**config.mk**
```make
export PLATFORM = sky130hd
export DESIGN_NAME = encoder_readout_sched_flat
export DESIGN_NICKNAME = d
export VERILOG_FILES = /design/src/rtl/encoder_readout_sched_pkg.sv /design/src/rtl/encoder_readout_sched_if.sv /design/src/rtl/encoder_readout_sched_snap_timer.sv /design/src/rtl/encoder_readout_sched.sv /design/src/flat_wrapper.sv
export SDC_FILE = /design/constraint.sdc
export NUM_CORES = 1
export LEC_CHECK = 0
export BUFFER_PORTS_ARGS = -buffer_cell sky130_fd_sc_hd__buf_2
export CAP_MARGIN = 5
export CORE_ASPECT_RATIO = 1.4
export CORE_MARGIN = 4
export CORE_UTILIZATION = 60
export DETAILED_ROUTE_END_ITERATION = 6
export GPL_TIMING_DRIVEN = 0
export HOLD_SLACK_MARGIN = 0.1
export PLACE_DENSITY = 0.84
export SYNTH_ARGS = -nofsm -noshare
export SYNTH_HDL_FRONTEND = slang
export SYNTH_SLANG_ARGS = --single-unit
```
**constraint.sdc**
```tcl
create_clock -name clk_encoder -period 8.85 [get_ports clk_encoder]
set_input_delay 2.2125 -clock clk_encoder [delete_from_list [all_inputs] [get_ports clk_encoder]]
set_output_delay 2.2125 -clock clk_encoder [all_outputs]
set_load 0.01 [all_outputs]
```
**src/rtl/encoder_readout_sched_pkg.sv**
```systemverilog
// Shared types and constants for the encoder readout frame scheduler.
package encoder_readout_sched_pkg;

   typedef enum logic [2:0] {
      ST_IDLE,
      ST_SNAP,
      ST_HDR,
      ST_POS,
      ST_VEL,
      ST_CSUM
   } state_t;

   localparam logic [15:0] HDR_WORD     = 16'hA55A;
   localparam int          N_CH_DEFAULT = 7;
   localparam int          FRAME_LEN    = 2 * N_CH_DEFAULT + 3;

   function automatic int frame_len(input int n_ch);
      return 2 * n_ch + 3;
   endfunction

endpackage

```
**src/rtl/encoder_readout_sched_if.sv**
```systemverilog
// Word stream carrying readout frames from the scheduler to its consumer.
interface encoder_readout_sched_if #(
   parameter int W = 16
) ();
   logic [W-1:0] out_data;
   logic         out_valid;
   logic         out_ready;
   logic         out_last;

   modport master (output out_data, output out_valid, output out_last, input out_ready);
   modport slave  (input out_data, input out_valid, input out_last, output out_ready);
endinterface

```
**src/rtl/encoder_readout_sched_snap_timer.sv**
```systemverilog
// Free-running snapshot interval timer; period 0 parks the counter at zero.
module snap_timer (
   input  logic        clk_encoder,
   input  logic        rst,
   input  logic [15:0] i_period,
   output logic        o_tick
);
   logic [15:0] r_cnt;

   // A shrinking period that lands below the count fires on the next cycle.
   assign o_tick = (i_period != 16'd0) && (r_cnt >= i_period - 16'd1);

   always_ff @(posedge clk_encoder) begin
      if (rst) begin
         r_cnt <= 16'd0;
      end else if (o_tick || (i_period == 16'd0)) begin
         r_cnt <= 16'd0;
      end else begin
         r_cnt <= r_cnt + 16'd1;
      end
   end
endmodule

```
**src/rtl/encoder_readout_sched.sv**
```systemverilog
// Snapshots encoder counts on request or timer tick and streams a framed
// readout: header, sequence, positions, velocities, checksum.
//
// state   | meaning
// IDLE    | waiting for a trigger
// SNAP    | capturing enc_pos, computing velocities
// HDR     | presenting header and sequence words
// POS     | presenting snapshot positions
// VEL     | presenting velocities
// CSUM    | presenting checksum (out_last)
module encoder_readout_sched
   import encoder_readout_sched_pkg::*;
#(
   parameter int           N_CH = N_CH_DEFAULT,
   parameter int           W    = 16,
   parameter logic [W-1:0] HDR  = W'(HDR_WORD)
) (
   input  logic                  clk_encoder,
   input  logic                  rst,
   input  logic [N_CH*W-1:0]     i_enc_pos,
   input  logic [15:0]           i_period,
   input  logic                  i_req,
   input  logic                  i_clr_ovr,
   encoder_readout_sched_if.master o_str,
   output logic                  o_busy,
   output logic                  o_overrun,
   output logic [7:0]            o_seq
);
   localparam int FLEN = frame_len(N_CH);
   localparam int IW   = $clog2(FLEN + 1);

   state_t        r_state;
   logic [IW-1:0] r_idx;
   logic [W-1:0]  r_snap [N_CH];
   logic [W-1:0]  r_prev [N_CH];
   logic [W-1:0]  r_vel  [N_CH];
   logic [W-1:0]  r_csum;
   logic [W-1:0]  r_data;
   logic          r_valid;
   logic          r_last;
   logic [7:0]    r_seq;
   logic          r_overrun;

   logic          w_tick;
   logic          w_trig;
   logic          w_drop;
   logic          w_xfer;
   logic [IW-1:0] w_nidx;
   logic [W-1:0]  w_sum;
   logic [W-1:0]  w_next;
   logic          w_nlast;
   state_t        w_nstate;

   snap_timer u_timer (
      .clk_encoder (clk_encoder),
      .rst         (rst),
      .i_period    (i_period),
      .o_tick      (w_tick)
   );

   assign w_trig = i_req | w_tick;
   assign w_drop = w_trig & (r_state != ST_IDLE);
   assign w_xfer = r_valid & o_str.out_ready;

   // Word following the one being accepted; the checksum slot takes the
   // running sum including the word leaving now.
   always_comb begin
      w_nidx   = r_idx + 1'b1;
      w_sum    = r_csum + r_data;
      w_next   = w_sum;
      w_nlast  = (int'(w_nidx) == FLEN - 1);
      w_nstate = ST_CSUM;
      if (int'(w_nidx) <= 1) begin
         w_next   = W'(r_seq);
         w_nstate = ST_HDR;
      end else if (int'(w_nidx) < N_CH + 2) begin
         w_nstate = ST_POS;
      end else if (int'(w_nidx) < 2 * N_CH + 2) begin
         w_nstate = ST_VEL;
      end
      for (int k = 0; k < N_CH; k++) begin
         if (int'(w_nidx) == k + 2)        w_next = r_snap[k];
         if (int'(w_nidx) == N_CH + k + 2) w_next = r_vel[k];
      end
   end

   always_ff @(posedge clk_encoder) begin
      if (rst) begin
         r_state   <= ST_IDLE;
         r_idx     <= '0;
         r_csum    <= '0;
         r_data    <= '0;
         r_valid   <= 1'b0;
         r_last    <= 1'b0;
         r_seq     <= 8'd0;
         r_overrun <= 1'b0;
         for (int k = 0; k < N_CH; k++) begin
            r_snap[k] <= '0;
            r_prev[k] <= '0;
            r_vel[k]  <= '0;
         end
      end else begin
         r_overrun <= w_drop | (r_overrun & ~i_clr_ovr);
         case (r_state)
            ST_IDLE: begin
               if (w_trig) r_state <= ST_SNAP;
            end
            ST_SNAP: begin
               for (int k = 0; k < N_CH; k++) begin
                  r_snap[k] <= i_enc_pos[k*W +: W];
                  r_vel[k]  <= i_enc_pos[k*W +: W] - r_prev[k];
                  r_prev[k] <= i_enc_pos[k*W +: W];
               end
               r_state <= ST_HDR;
               r_idx   <= '0;
               r_csum  <= '0;
               r_data  <= HDR;
               r_valid <= 1'b1;
               r_last  <= 1'b0;
            end
            ST_CSUM: begin
               if (w_xfer) begin
                  r_state <= ST_IDLE;
                  r_valid <= 1'b0;
                  r_last  <= 1'b0;
                  r_seq   <= r_seq + 8'd1;
               end
            end
            default: begin
               if (w_xfer) begin
                  r_idx   <= w_nidx;
                  r_data  <= w_next;
                  r_csum  <= w_sum;
                  r_last  <= w_nlast;
                  r_state <= w_nstate;
               end
            end
         endcase
      end
   end

   assign o_str.out_data  = r_data;
   assign o_str.out_valid = r_valid;
   assign o_str.out_last  = r_last;
   assign o_busy          = (r_state != ST_IDLE);
   assign o_overrun       = r_overrun;
   assign o_seq           = r_seq;
endmodule

```
**src/flat_wrapper.sv**
```systemverilog
// flat-port wrapper written by rule: the top's interface ports become plain ports
module encoder_readout_sched_flat import encoder_readout_sched_pkg::*;
#(
   parameter int           N_CH = N_CH_DEFAULT,
   parameter int           W    = 16,
   parameter logic [W-1:0] HDR  = W'(HDR_WORD)
)
  (clk_encoder, rst, i_enc_pos, i_period, i_req, i_clr_ovr, o_busy, o_overrun, o_seq, o_str_out_data, o_str_out_valid, o_str_out_last, o_str_out_ready);
  encoder_readout_sched_if #(.W(W)) o_str_i ();
  input  logic clk_encoder;
  input  logic rst;
  input  logic [N_CH*W-1:0] i_enc_pos;
  input  logic [15:0] i_period;
  input  logic i_req;
  input  logic i_clr_ovr;
  output logic o_busy;
  output logic o_overrun;
  output logic [7:0] o_seq;
  output wire logic [$bits(o_str_i.out_data)-1:0] o_str_out_data;
  output wire logic [$bits(o_str_i.out_valid)-1:0] o_str_out_valid;
  output wire logic [$bits(o_str_i.out_last)-1:0] o_str_out_last;
  input wire logic [$bits(o_str_i.out_ready)-1:0] o_str_out_ready;
  assign o_str_out_data = o_str_i.out_data;
  assign o_str_out_valid = o_str_i.out_valid;
  assign o_str_out_last = o_str_i.out_last;
  assign o_str_i.out_ready = o_str_out_ready;
  encoder_readout_sched #(.N_CH(N_CH), .W(W), .HDR(HDR)) u_core (.clk_encoder(clk_encoder), .rst(rst), .i_enc_pos(i_enc_pos), .i_period(i_period), .i_req(i_req), .i_clr_ovr(i_clr_ovr), .o_str(o_str_i), .o_busy(o_busy), .o_overrun(o_overrun), .o_seq(o_seq));
endmodule
```
==> results.txt <==
----------------------------------------------------
[Status]
  Status ... finished clean

[Floorplanning]
  Area of the core region ... ~32,000 um2
  Chip width ... approximately 160 um
  Effective utilization at floorplan ... 61.0%
  Total I/O pin count ... 161
  Die Height ... roughly 220 um
  Die area ... 35,300 um2
  Total number of placement rows ... 77

[Detailed routing]
  Wire per inst ... roughly 25 um
  Violation count after the first detailed-routing iteration ... around 2,200
  Number of iterations in the first detailed-routing pass ... 6
  DRC ... 0
  Vias per std cell ... around 6.7
  Via Count ... between 15,000 and 20,000
  Total wire length after detailed routing ... ~67 mm
  Number of nets still failing antenna checks after routing ... 0

[Timing]
  Setup repair after global routing missed its margin ... no
  Final clock skew ... around 0.020 ns
  Final setup fails ... 0
  Highest attainable clock frequency ... between 0.15 and 0.2 GHz
  Final number of hold-violating endpoints ... 0
  Pin slew with the least headroom to its limit ... roughly 1.2 ns
  Relative max-transition margin ... between 20% and 30%
  Post-route minimum period ... approximately 5.2 ns
  Final Cycle Share ... 58.3%
  Final number of max-transition violations ... 0
  Hold slack final ... roughly 0.46 ns

[Synth]
  Count of flip-flops with a built-in enable after synthesis ... roughly 220
  Post-Syn Area per Cell ... 9.33 um2
  Fraction of registers with async set/reset ... 0%
  Post-synthesis sequential area ratio ... 41.6%
  Post-synth top flop ... sky130_fd_sc_hd__edfxtp_1
  Post-synthesis instance total ... around 2,100
  Number of distinct standard cells referenced by the synthesized netlist ... 83
  Post-synthesis cell area ... just under 20,000 um2
  Syn nets ... between 2,000 and 2,500
  Number of storage elements in the synthesis netlist ... 291
  YS warnings ... 0

[Clock network]
  Inserted Clock Buffers ... 31
  CTS resizes ... 0
  Clock tree root driver cell ... sky130_fd_sc_hd__clkbuf_16
  H-tree Lvls ... 1
  Hold buffer count at CTS ... 0
  CTS Sinks ... between 200 and 300
  Clock latency at the later pin of the worst-skew pair ... 0.60 ns
  Number of setup buffers added after CTS ... 0
  CTS tree ... done
  Clock-pin slew reported for the worst setup and hold paths after clock tree synthesis ... around 0.070 ns
  Maximum root-to-sink buffer count ... 3

[Place]
  Placement Cell Area ... approximately 21,000 um2
  Port Buffer Count ... ~160
  Number of placed instances with taps included ... roughly 2,600
  Placer's final routability congestion estimate ... a little over 1
  HPWL after detailed placement ... 50.8 mm

[Power]
  Total power after layout ... between 4 and 5 mW
  Leak pwr ... 9.44 nW
  Internal Dissipation ... 2.99 mW
  Power dissipated by switching net loads ... around 1.6 mW
  Worst vdd ir ... 0.215 mV
  Cell Pwr Density ... roughly 210 nW/um2
  Power share of the combinational group ... ~29%
  Sequential share of power ... a little over two fifths
  Switching part of the total power ... about a third
  Clock power frac ... between 20% and 30%

[Critical path]
  Count of buffering cells on the critical path with inverters included ... 2
  Register-to-Register Setup Slack ... 4.69 ns
  Max FO, Critical Path ... 3
  Required time worst endpoint ... roughly 9 ns
  Worst setup path class ... input port to flop
  CP Launch Type ... input port
  Cell repeated most along the worst path ... sky130_fd_sc_hd__a21o_1
  Critical path endpoint category ... flop
  Arrival @ worst endpoint ... 5.58 ns
  CP max stage cell ... sky130_fd_sc_hd__o41ai_1
  Worst-path cell chain ... buf_2 -> inv_1 -> ha_1 -> nand3_1 -> nor3_1 -> nor3b_1 -> xnor2_1 -> ha_1 -> a21o_1 -> a21o_1 -> a21oi_1 -> o21ai_0 -> a21o_1 -> o41ai_1 -> a2111oi_0
  Delay of the slowest cell on the worst path ... approximately 0.68 ns
  Largest delay share family, worst path ... compound AO/OA/AOI/OAI gates

[Cells and area]
  Relative area change from synthesis to final layout ... 12.2%
  Post-route cell area ... about 22,000 um2
  Core Util, Final ... between 60% and 70%
  Share of cells above drive strength 1 ... 11.1%
  Number of cells in the finished layout apart from fillers ... around 2,700
  Net count of the finished layout ... roughly 2,600
  Final antenna diode count ... 0

[Worst hold path]
  Type of the most critical hold path ... flop to flop

[Global routing]
  Total global-route track usage ... 36.6%
  Initial antenna violation count ... 2
  Sum of overflow across all layers after global routing ... 0
  Number of global-route vias before repair ... around 18,000
  Maximum number of pins on one net before global-route repair ... 70
  Global-route wire length before repair ... slightly above 100 mm

[Run]
  Max Cap Violations ... 0

----------------------------------------------------
per-layer routing:
metal | routed length, um | up-vias | GRT usage, %
met5 | 17 | - | 0
met4 | 5260 | 2 | 23.4
met3 | 6370 | 291 | 6.04
met2 | 31500 | 1158 | 62.7
met1 | 23500 | 8597 | 43.0
li1 | - | 8087 | -
worst reg2reg max path, delay by kind of cell, from the launching register on:
kind,cells,cell delay (ns)
AOI/OAI and AO/OA,5,2.61
buffers and inverters,3,0.78
DFF,1,0.37
adders and majority gates,1,0.22
and+or+nand+nor,1,0.12
flip-flops by register name, summed over array words and instances (netlist names):
signal	count
u_core.r_prev	108
u_core.o_seq	8
u_core.u_timer.r_cnt	16
u_core.r_snap	4
u_core.r_idx	5
u_core.o_str.out_last	1
u_core.r_vel	112
u_core.r_csum	16
u_core.r_state	3
u_core.o_str.out_valid	1
u_core.o_overrun	1
u_core.o_str.out_data	16
per-stage QoR:
step | worst slack (ns) | setup TNS (ns)
final | 3.69 | 0
after detailed placement | 3.11 | 0
after CTS | 3.77 | 0
after global routing | 3.35 | 0
after floorplan | 0.719 | 0
after global placement | -2.35 | -523.63
cell usage in the layout, fill, tap and decap left out, types with 22 or more instances in the layout:
cell type	count
sky130_fd_sc_hd__a211oi_1	42
sky130_fd_sc_hd__a21o_1	31
sky130_fd_sc_hd__a21oi_1	106
sky130_fd_sc_hd__and3_1	100
sky130_fd_sc_hd__buf_2	175
sky130_fd_sc_hd__clkbuf_1	64
sky130_fd_sc_hd__clkbuf_16	32
sky130_fd_sc_hd__dfxtp_1	67
sky130_fd_sc_hd__edfxtp_1	224
sky130_fd_sc_hd__ha_1	144
sky130_fd_sc_hd__inv_1	156
sky130_fd_sc_hd__nand2_1	121
sky130_fd_sc_hd__nand2b_1	23
sky130_fd_sc_hd__nand3_1	44
sky130_fd_sc_hd__nor2_1	224
sky130_fd_sc_hd__nor2b_1	41
sky130_fd_sc_hd__nor3_1	72
sky130_fd_sc_hd__o211ai_1	23
sky130_fd_sc_hd__o21ai_0	120
sky130_fd_sc_hd__o31ai_1	22
sky130_fd_sc_hd__or3_1	35
sky130_fd_sc_hd__xnor2_1	45
sky130_fd_sc_hd__xor2_1	66
cell usage after synthesis, types with 6 or more instances:
| library cell | n | area share [%] |
|---|---|---|
| sky130_fd_sc_hd__a2111oi_0 | 7 | 0.32 |
| sky130_fd_sc_hd__a211o_1 | 7 | 0.32 |
| sky130_fd_sc_hd__a211oi_1 | 42 | 1.6 |
| sky130_fd_sc_hd__a21o_1 | 31 | 1.2 |
| sky130_fd_sc_hd__a21oi_1 | 106 | 2.7 |
| sky130_fd_sc_hd__a221o_1 | 10 | 0.52 |
| sky130_fd_sc_hd__a221oi_1 | 17 | 0.77 |
| sky130_fd_sc_hd__a22o_1 | 8 | 0.36 |
| sky130_fd_sc_hd__a22oi_1 | 17 | 0.66 |
| sky130_fd_sc_hd__a31oi_1 | 15 | 0.48 |
| sky130_fd_sc_hd__and2_1 | 14 | 0.45 |
| sky130_fd_sc_hd__and3_1 | 100 | 3.2 |
| sky130_fd_sc_hd__buf_2 | 16 | 0.41 |
| sky130_fd_sc_hd__buf_6 | 6 | 0.35 |
| sky130_fd_sc_hd__clkbuf_1 | 59 | 1.1 |
| sky130_fd_sc_hd__dfxtp_1 | 67 | 6.9 |
| sky130_fd_sc_hd__edfxtp_1 | 224 | 35 |
| sky130_fd_sc_hd__fa_1 | 8 | 0.83 |
| sky130_fd_sc_hd__ha_1 | 144 | 9.3 |
| sky130_fd_sc_hd__inv_1 | 156 | 3.0 |
| sky130_fd_sc_hd__mux2i_1 | 7 | 0.36 |
| sky130_fd_sc_hd__nand2_1 | 122 | 2.4 |
| sky130_fd_sc_hd__nand2b_1 | 23 | 0.74 |
| sky130_fd_sc_hd__nand3_1 | 44 | 1.1 |
| sky130_fd_sc_hd__nor2_1 | 224 | 4.3 |
| sky130_fd_sc_hd__nor2b_1 | 41 | 1.3 |
| sky130_fd_sc_hd__nor3_1 | 72 | 1.9 |
| sky130_fd_sc_hd__nor3b_1 | 10 | 0.39 |
| sky130_fd_sc_hd__nor4_1 | 7 | 0.23 |
| sky130_fd_sc_hd__o2111ai_1 | 8 | 0.36 |
| sky130_fd_sc_hd__o211a_1 | 10 | 0.52 |
| sky130_fd_sc_hd__o211ai_1 | 23 | 0.89 |
| sky130_fd_sc_hd__o21a_1 | 20 | 0.77 |
| sky130_fd_sc_hd__o21ai_0 | 120 | 3.1 |
| sky130_fd_sc_hd__o21bai_1 | 7 | 0.27 |
| sky130_fd_sc_hd__o221ai_1 | 12 | 0.54 |
| sky130_fd_sc_hd__o22ai_1 | 20 | 0.64 |
| sky130_fd_sc_hd__o31ai_1 | 22 | 0.85 |
| sky130_fd_sc_hd__or3_1 | 35 | 1.1 |
| sky130_fd_sc_hd__xnor2_1 | 45 | 2.0 |
| sky130_fd_sc_hd__xor2_1 | 66 | 3.0 |
cell families after synthesis:
kind of cell               share of synthesized area [%]
and+or+nand+nor                                     17.9
AOI/OAI and AO/OA                                   19.9
DFF                                                 41.6
buffers and inverters                               5.11
adders and majority gates                           10.1
xor gates and xnor gates                            5.01
muxes                                              0.361
area by class of cell:
class | instances | area (um2)
Fill cell | 2510 | 10000
Timing Repair Buffer | 162 | 878
Clock buffer | 40 | 861
Sequential cell | 291 | 8070
Clock inverter | 17 | 121
Inverter | 156 | 586
Multi-Input combinational cell | 1546 | 10400
Buffer | 86 | 407
Tap cell | 395 | 494
power groups by stage:
stage / registers, mW / clock network [mW] / logic [mW]
after floorplan: 1.94 / 0 / 0.896
after global placement: 2.04 / 0 / 1.23
after detailed placement: 1.98 / 0 / 1.29
after CTS: 1.95 / 1.29 / 1.31
after global routing: 1.98 / 1.35 / 1.46
final: 1.97 / 1.30 / 1.34
worst paths after layout:
check                                 startpoint                       end  cells after the start
worst min-delay path            u_core.r_csum[8]          u_core.r_csum[8]                      2
worst max register to register   u_core.r_idx[1]  u_core.o_str.out_data[3]                     10
worst max-delay path                 i_period[0]         u_core.r_state[0]                     15
worst min register to register  u_core.r_csum[8]          u_core.r_csum[8]                      2
Note: power is estimated with default switching activity, not from simulation.
